### config.mk
export PLATFORM = sky130hd
export DESIGN_NAME = dmem_arbiter
export DESIGN_NICKNAME = d
export VERILOG_FILES = /design/src/rtl/dmem_arbiter.sv
export SDC_FILE = /design/constraint.sdc
export NUM_CORES = 1
export LEC_CHECK = 0
export ABC_AREA = 1
export CORE_AREA = 4 4 115 117
export CTS_CLUSTER_DIAMETER = 50
export DETAILED_ROUTE_END_ITERATION = 7
export DIE_AREA = 0 0 119 121
export PLACE_DENSITY = 0.63
export SYNTH_ARGS = -nofsm -noshare
export SYNTH_HDL_FRONTEND = slang
export SYNTH_SLANG_ARGS = --single-unit
### constraint.sdc
create_clock -name clk -period 1.3 [get_ports clk]
set_input_delay 0.195 -clock clk [delete_from_list [all_inputs] [get_ports clk]]
set_output_delay 0.195 -clock clk [all_outputs]
set_load 0.05 [all_outputs]
### src/rtl/dmem_arbiter.sv
// dmem_arbiter: shares one single-port DMEM between the pipeline MEM stage
// (core) and a debug/loader port (dbg). Core has priority; a 4-bit starvation
// counter forces a dbg grant after STARVE_LIMIT consecutive core grants while
// dbg is waiting. Read data returns one cycle after the grant and is steered
// to the requester recorded in a registered response-owner state.
//
// Ports:
//   clk, reset                      clock, synchronous active-high reset
//   core_req/we/addr/wdata          core request (MEM stage)
//   core_gnt, core_stall            core issued this cycle / core held off
//   core_rvalid, core_rdata         core read response
//   dbg_req/we/addr/wdata           debug request
//   dbg_gnt, dbg_rvalid, dbg_rdata  debug grant and read response
//   dmem_wr_en/addr/wr_data         DMEM command (combinational, grant cycle)
//   dmem_rd_data                    DMEM read data, one cycle after address
module dmem_arbiter #(
  parameter int unsigned REG_WIDTH    = 32,
  parameter int unsigned STARVE_LIMIT = 4
) (
  input  logic                 clk,
  input  logic                 reset,
  input  logic                 core_req,
  input  logic                 core_we,
  input  logic [REG_WIDTH-1:0] core_addr,
  input  logic [REG_WIDTH-1:0] core_wdata,
  output logic                 core_gnt,
  output logic                 core_stall,
  output logic                 core_rvalid,
  output logic [REG_WIDTH-1:0] core_rdata,
  input  logic                 dbg_req,
  input  logic                 dbg_we,
  input  logic [REG_WIDTH-1:0] dbg_addr,
  input  logic [REG_WIDTH-1:0] dbg_wdata,
  output logic                 dbg_gnt,
  output logic                 dbg_rvalid,
  output logic [REG_WIDTH-1:0] dbg_rdata,
  output logic                 dmem_wr_en,
  output logic [REG_WIDTH-1:0] dmem_addr,
  output logic [REG_WIDTH-1:0] dmem_wr_data,
  input  logic [REG_WIDTH-1:0] dmem_rd_data
);

  localparam int unsigned CNT_W = 4;
  localparam logic [CNT_W-1:0] LIMIT = CNT_W'(STARVE_LIMIT);

  typedef enum logic [1:0] {
    OWN_NONE = 2'd0,
    OWN_CORE = 2'd1,
    OWN_DBG  = 2'd2
  } owner_t;

  owner_t           r_owner;
  logic [CNT_W-1:0] r_starve;

  logic w_dbg_win;
  logic w_core_gnt;
  logic w_dbg_gnt;
  logic w_core_rvalid;
  logic w_dbg_rvalid;

  // Grant decision: dbg wins when core is idle or core has hit the starvation limit.
  always_comb begin
    w_dbg_win     = dbg_req & (~core_req | (r_starve == LIMIT));
    w_dbg_gnt     = ~reset & w_dbg_win;
    w_core_gnt    = ~reset & core_req & ~w_dbg_win;
    w_core_rvalid = ~reset & (r_owner == OWN_CORE);
    w_dbg_rvalid  = ~reset & (r_owner == OWN_DBG);
  end

  assign core_gnt    = w_core_gnt;
  assign dbg_gnt     = w_dbg_gnt;
  // Stall is masked in reset so every output reads 0 while reset is held.
  assign core_stall  = ~reset & core_req & ~w_core_gnt;
  assign core_rvalid = w_core_rvalid;
  assign dbg_rvalid  = w_dbg_rvalid;
  assign core_rdata  = w_core_rvalid ? dmem_rd_data : '0;
  assign dbg_rdata   = w_dbg_rvalid ? dmem_rd_data : '0;

  // DMEM command mux: zero when nobody is granted.
  always_comb begin
    dmem_wr_en   = 1'b0;
    dmem_addr    = '0;
    dmem_wr_data = '0;
    if (w_core_gnt) begin
      dmem_wr_en   = core_we;
      dmem_addr    = core_addr;
      dmem_wr_data = core_wdata;
    end else if (w_dbg_gnt) begin
      dmem_wr_en   = dbg_we;
      dmem_addr    = dbg_addr;
      dmem_wr_data = dbg_wdata;
    end
  end

  // Starvation counter and response-owner state.
  always_ff @(posedge clk) begin
    if (reset) begin
      r_starve <= '0;
      r_owner  <= OWN_NONE;
    end else begin
      if (w_dbg_gnt || !dbg_req) begin
        r_starve <= '0;
      end else if (w_core_gnt && (r_starve != LIMIT)) begin
        r_starve <= r_starve + CNT_W'(1);
      end

      if (w_core_gnt && !core_we) begin
        r_owner <= OWN_CORE;
      end else if (w_dbg_gnt && !dbg_we) begin
        r_owner <= OWN_DBG;
      end else begin
        r_owner <= OWN_NONE;
      end
    end
  end

endmodule
==> results of run 1 <==
-- final cells by class --
class,count,area share [%]
sequential,6,1.39
clock buffer,3,0.820
tap,172,2.35
timing repair buffer,360,57.4
multi-input combinational,287,36.0
inverter,44,2.06
-- power groups by stage --
stage	clock, uW	combinational [uW]	sequential [uW]
4_1_cts	515	2630	192
5_1_grt	521	2860	192
3_5_place_dp	0	2470	195
3_3_place_gp	0	2440	194
2_1_floorplan	0	1150	194
6_report	503	2760	192
-- state kept, by name, summed over array words and instances (netlist names) --
register	cells
r_starve	4
r_owner	2
-- cells by family (layout without fill, tap and decap cells) --
group	count (synthesis)	count (layout)
and+or+nand+nor	281	282
buffers and inverters	78	407
DFF	6	6
adders and majority gates	2	2
AOI/OAI and AO/OA	2	2
xor gates and xnor gates	1	1
-- what timing repair did --
item / 4_1_cts / 5_1_grt
pin swaps: 15 / 13
setup endpoints to repair: 136 / 136
cloned: 8 / 3
setup buffers: 12 / 9
endpoints found under the hold margin: 0 / 0
resized for setup: 85 / 83
-- worst min-delay path: stages --
cell and delay [ns]:
dlymetal6s2s_1 0.14, buf_6 0.13, nand3_4 0.10, nor2_4 0.05
inv_2 0.05, nor2_1 0.04
-- per-stage QoR --
step	hold WS, ns	TNS (ns)	total power, uW	worst slack [ns]
finish	0.511	-51.90	3450	-0.619
global route	0.528	-56.82	3570	-0.652
CTS	0.521	-53.28	3340	-0.599
detailed placement	0.517	-60.96	2660	-0.556
global placement	0.500	-61.69	2640	-0.555
floorplan	0.267	-10.23	1340	-0.175
-- worst max-delay path by stage --
stage | cells after the start | start | end
after global routing | 9 | r_starve[1]$_SDFFE_PP0P_ | dmem_addr[4]
after detailed placement | 8 | reset | core_gnt
after CTS | 9 | r_starve[1]$_SDFFE_PP0P_ | dmem_wr_data[30]
final | 9 | r_starve[1]$_SDFFE_PP0P_ | dmem_addr[4]
after floorplan | 9 | r_starve[0]$_SDFFE_PP0P_ | dmem_addr[0]
after global placement | 8 | reset | core_gnt
-- metal layers --
layer  routed length (um)  global-route usage, %  up-vias
met5                    0                      0        -
met1                 5440                   22.1     1847
met3                 1070                   4.34       36
met2                 8990                   38.5      198
li1                     -                      -     1853
met4                  582                   7.10        0
-- cells in the mapped netlist (all sizes together) --
cell type    n  area [sq um]
o21ai        1          8.76
nor2        74           280
buf         24           179
clkbuf      10          37.5
xnor2        1          8.76
dfxtp        6           120
nor3b        1          7.51
nor3         1          5.00
ha           2          25.0
o21bai       1          7.51
inv         44           165
nand2       72           270
nand3      133           666
==> results.toml, run 1 <==
[status]
violations = "negative setup slack"
status = "complete, but fails checks"

[layout]
finish.instance_area_sq_um = 9160
final_common_cell = "clkdlybuf4s50_1"
fin_cells = 872
layout.nets = 870
area_growth_pct = 414
seq_area_sq_um = 128
layout-drive-gt1-share_pct = 65.3
final_cell_mix = "162 x clkdlybuf4s50_1, 143 x buf_12, 70 x nor2_4"
final_util_pct = 74.1
multiInputGateArea_sq_um = 3300
nFillCells = 780
antennaDiodeCount = 0

[global_routing]
grt-ovfl-total = 0
grt_pass1_vias = 4196
grtUsageTotal_pct = 20.3
grt_pass1_wl_um = 23400
grt_max_degree = 39
antenna_found_initial = 0

[clock_network]
cts.reportedPaths.clkPinSlew_ns = 0.03
cts_root_buffer = "clkbuf_16"
cts_buffers = 3
clk_latency_ns = 0.23
cts-hold-fix-buffers = 0
htree_levels = 1
cts.sinks = 6
cts_tree = "done"
clockBufferDepth = 2

[logic_synthesis]
syn-cell-area_sq_um = 1780
yosys.area_share.simple_pct = 69.0
synthAdderAreaFrac_pct = 1.41
synth_area_per_cell_sq_um = 4.81
synth_compound_area_share_pct = 0.914
muxShareOfSynthArea_pct = 0
synth_top_family_by_area = "simple AND/OR/NAND/NOR gates"
syn-num-nets = 538
ys_seq_area_share_pct = 6.75
synthCells = 370
yosysWarnings = 0
synth.distinct_cells = 17
ys_ff_latch = 6
synthXorXnorAreaFrac_pct = 0.492

[pwr]
pwr-share-comb_pct = 79.9
switching_power_uw = 1490
power_density_nw_per_um2 = 377
p_sw_share_pct = 43.0
pwr-share-seq_pct = 5.6
internal_power_uw = 1970
leakagePower_uw = 0.00350
clkPwrFrac_pct = 14.6
vdd_drop_max_v = 0.000322

[floorplan]
fp-row-count = 41
ios = 300
dieWidth_um = 119
core_area_sq_um = 12400
die_y_um = 121
die_area_sq_um = 14400
start_util_pct = 14.4

[setup_path]
startpoint_type = "flop"
rr_startpoint = "r_starve[1]$_SDFFE_PP0P_"
crit_slowest_cell = "dfxtp_2"
cp_top_family = "buffers and inverters"
r2r_slack_ns = -0.15
cp_cell_sequence = "inv_2, ha_4, nand2_4, o21ai_4, buf_12, buf_16, nand3_2, nand2_8, buf_6"
cp.required_ns = 1.11
r2r_cells = 9
path_buf_inv = 4
timing.rr.end = "r_owner[1]$_SDFF_PP0_"
critPathArrivalTime_ns = 1.72
path_class = "reg2out"
max_stage_delay_ns = 0.32
worstPathMaxFanout = 11
worstSetupEndpointType = "output port"

[route]
wirelength_um = 16100
drtAntennaViolNets = 0
routedWlPerCell_um = 18.4
routed_via_density = 4.51
first_pass_iters = 4
first_iter_violations = 109
vias = 3934
drc = 0

[place]
dp.final_hpwl_um = 12100
dpl_cell_area_sq_um = 7950
gp_congestion = 0.803
port-buffer-count = 299
dp.cells = 845

[timing]
slew_violations = 0
worst-slew-pin-transition_ns = 0.247
hold_violations = 0
fmax_ghz = 0.521
clock_skew_ns = 0.00373
postLayoutSetupSlackWorst_ns = -0.619
finalSetupViolations = 137
fin_crit_ns = 1.92
slew_headroom_pct = 83.5
rsz0062_at_grt = "yes"
period_share_pct = 148

[flow_run]
cap_violations = 0

[min_path]
min_from = "core_req"
hp-class = "in2reg"
worstHoldPathCells = 6
min_to = "r_starve[1]$_SDFFE_PP0P_"
(Power assumes the default switching activity.)
==> run 2, diff against run 1 <==
--- a/config.mk
+++ b/config.mk
@@ -11,6 +11,7 @@
 export DETAILED_ROUTE_END_ITERATION = 7
 export DIE_AREA = 0 0 119 121
 export PLACE_DENSITY = 0.63
+export SKIP_LAST_GASP = 1
 export SYNTH_ARGS = -nofsm -noshare
 export SYNTH_HDL_FRONTEND = slang
 export SYNTH_SLANG_ARGS = --single-unit
==> run 2 against run 1 <==
Compared with the run above:
- the run still ends with negative setup slack left
- sequential share of layout area about the same
- die area did not move
- setup slack improved by 0.0043 ns
- critical endpoint is now dmem_addr[8]
==> results.toml, run 2 (synthesis gave the netlist of run 1 again) <==
[pwr]
internal_power_uw = 1940
switching_power_uw = 1460
clkPwrFrac_pct = 14.8
vdd_drop_max_v = 0.000285
pwr-share-seq_pct = 5.6
pwr-share-comb_pct = 79.6
power_density_nw_per_um2 = 378
leakagePower_uw = 0.00346
p_sw_share_pct = 43.0
power_uw = 3400

[timing]
finalSetupViolations = 140
rsz0062_at_grt = "yes"
worst-slew-pin-transition_ns = 0.248
slew_headroom_pct = 83.4
fin_crit_ns = 1.91
fmax_ghz = 0.522
clock_skew_ns = 0.00380
finalSetupTns_ns = -51.32
postLayoutSetupSlackWorst_ns = -0.615
hold_violations = 0
period_share_pct = 147
slew_violations = 0

[layout]
antennaDiodeCount = 0
largestRegisters = "r_starve: 4 flops, r_owner: 2 flops"
nFillCells = 815
final_cell_mix = "162 x clkdlybuf4s50_1, 139 x buf_12, 68 x nor2_4"
layout.nets = 870
regMostFlops = "r_starve"
largest_reg_flops = 4
fin_cells = 872
final_util_pct = 72.8
layout-drive-gt1-share_pct = 63.4
final_common_cell = "clkdlybuf4s50_1"
area_growth_pct = 406

[global_routing]
grtUsageTotal_pct = 20.3
grt_pass1_wl_um = 23300
grt_max_degree = 39
grt-ovfl-total = 0
grt_pass1_vias = 4172
antenna_found_initial = 0

[route]
routed_via_density = 4.49
drtAntennaViolNets = 0
routedWlPerCell_um = 18.4
wirelength_um = 16000
first_iter_violations = 142
first_pass_iters = 4
drc = 0
vias = 3912

[setup_path]
cp_cell_sequence = "inv_2, ha_4, nand2_4, o21ai_4, buf_12, buf_16, nand3_2, nand2_8, buf_6"
r2r_slack_ns = -0.18
path_class = "reg2out"
max_stage_delay_ns = 0.32
critPathArrivalTime_ns = 1.72
cp_top_family = "buffers and inverters"
crit_slowest_cell = "dfxtp_2"
path_buf_inv = 4
startpoint_type = "flop"
cp.required_ns = 1.11
worstPathMaxFanout = 11
worstSetupEndpointType = "output port"

[floorplan]
start_util_pct = 14.4
die_area_sq_um = 14400
fp-row-count = 41
ios = 300
core_area_sq_um = 12400
die_y_um = 121
dieWidth_um = 119

[status]
violations = "negative setup slack"
status = "complete, but fails checks"

[clock_network]
cts-hold-fix-buffers = 0
cts_buffers = 3
cts.reportedPaths.clkPinSlew_ns = 0.03
cts.sinks = 6
htree_levels = 1
clk_latency_ns = 0.23
clockBufferDepth = 2
cts_root_buffer = "clkbuf_16"
cts_tree = "done"

[place]
dp.cells = 845
gp_congestion = 0.803
dp.final_hpwl_um = 12100
port-buffer-count = 299

[flow_run]
cap_violations = 0

[min_path]
hp-class = "reg2reg"
==> run 2: cell types whose count changed in the layout (fill, tap and decap cells not counted), moves of 2 or more <==
cell | before | now
nand3_2 | 66 | 58
buf_8 | 13 | 7
buf_6 | 13 | 22
buf_12 | 143 | 139
nand3_4 | 35 | 32
nor2_4 | 70 | 68
nand3_1 | 33 | 44
==> run 2: stage by stage <==
step	setup WS (ns)	hold slack (ns)	instance area, sq um
global placement	-0.555	0.500	7950
global route	-0.656	0.538	9000
floorplan	-0.175	0.267	3340
detailed placement	-0.556	0.517	7950
finish	-0.615	0.515	9000
CTS	-0.599	0.521	8660
==> run 2: per-layer routing <==
metal	routed length, um	track usage [%]	vias to the layer above
met5	0	0	-
met3	962	4.29	34
met1	5650	22.1	1850
li1	-	-	1845
met4	582	7.10	0
met2	8840	38.5	183
==> run 2: path summary, 6_finish.rpt <==
| kind | startpoint | end | cells after the start |
|---|---|---|---|
| worst max-delay path | r_starve[1]$_SDFFE_PP0P_ | dmem_addr[8] | 9 |
| worst min-delay path | r_starve[0]$_SDFFE_PP0P_ | r_starve[0]$_SDFFE_PP0P_ | 2 |
| worst max register to register | r_starve[1]$_SDFFE_PP0P_ | r_owner[1]$_SDFF_PP0_ | 9 |
| worst min register to register | r_starve[0]$_SDFFE_PP0P_ | r_starve[0]$_SDFFE_PP0P_ | 2 |
==> run 2: timing repair <==
item                                    4_1_cts  5_1_grt
endpoints found under the setup margin      136      136
gates cloned                                  8        3
setup buffers                                12       10
gates resized for setup                      75       64
pin swaps                                    14       15
==> run 2: worst reg2reg max path: cells and delay by family, from the launching register on <==
| family | cells | cell delay (ns) |
|---|---|---|
| compound gates | 1 | 0.17 |
| fa+ha+maj | 1 | 0.13 |
| simple gates | 3 | 0.22 |
| buf+inv | 4 | 0.57 |
| flops | 1 | 0.32 |
==> run 2: power groups by stage <==
stage	Clock [uW]	Sequential, uW	Combinational [uW]
after CTS	515	192	2620
after global placement	0	194	2440
after detailed placement	0	195	2470
final	503	192	2710
after floorplan	0	194	1150
after global routing	521	192	2810
==> run 2: area by class of cell <==
class | instances | area, sq um | area share (%)
Clock buffer | 3 | 75.1 | 0.834
Inverter | 44 | 189 | 2.10
Multi-Input combinational cell | 287 | 3200 | 35.6
Sequential cell | 6 | 128 | 1.42
Tap cell | 172 | 215 | 2.39
Timing Repair Buffer | 360 | 5190 | 57.7
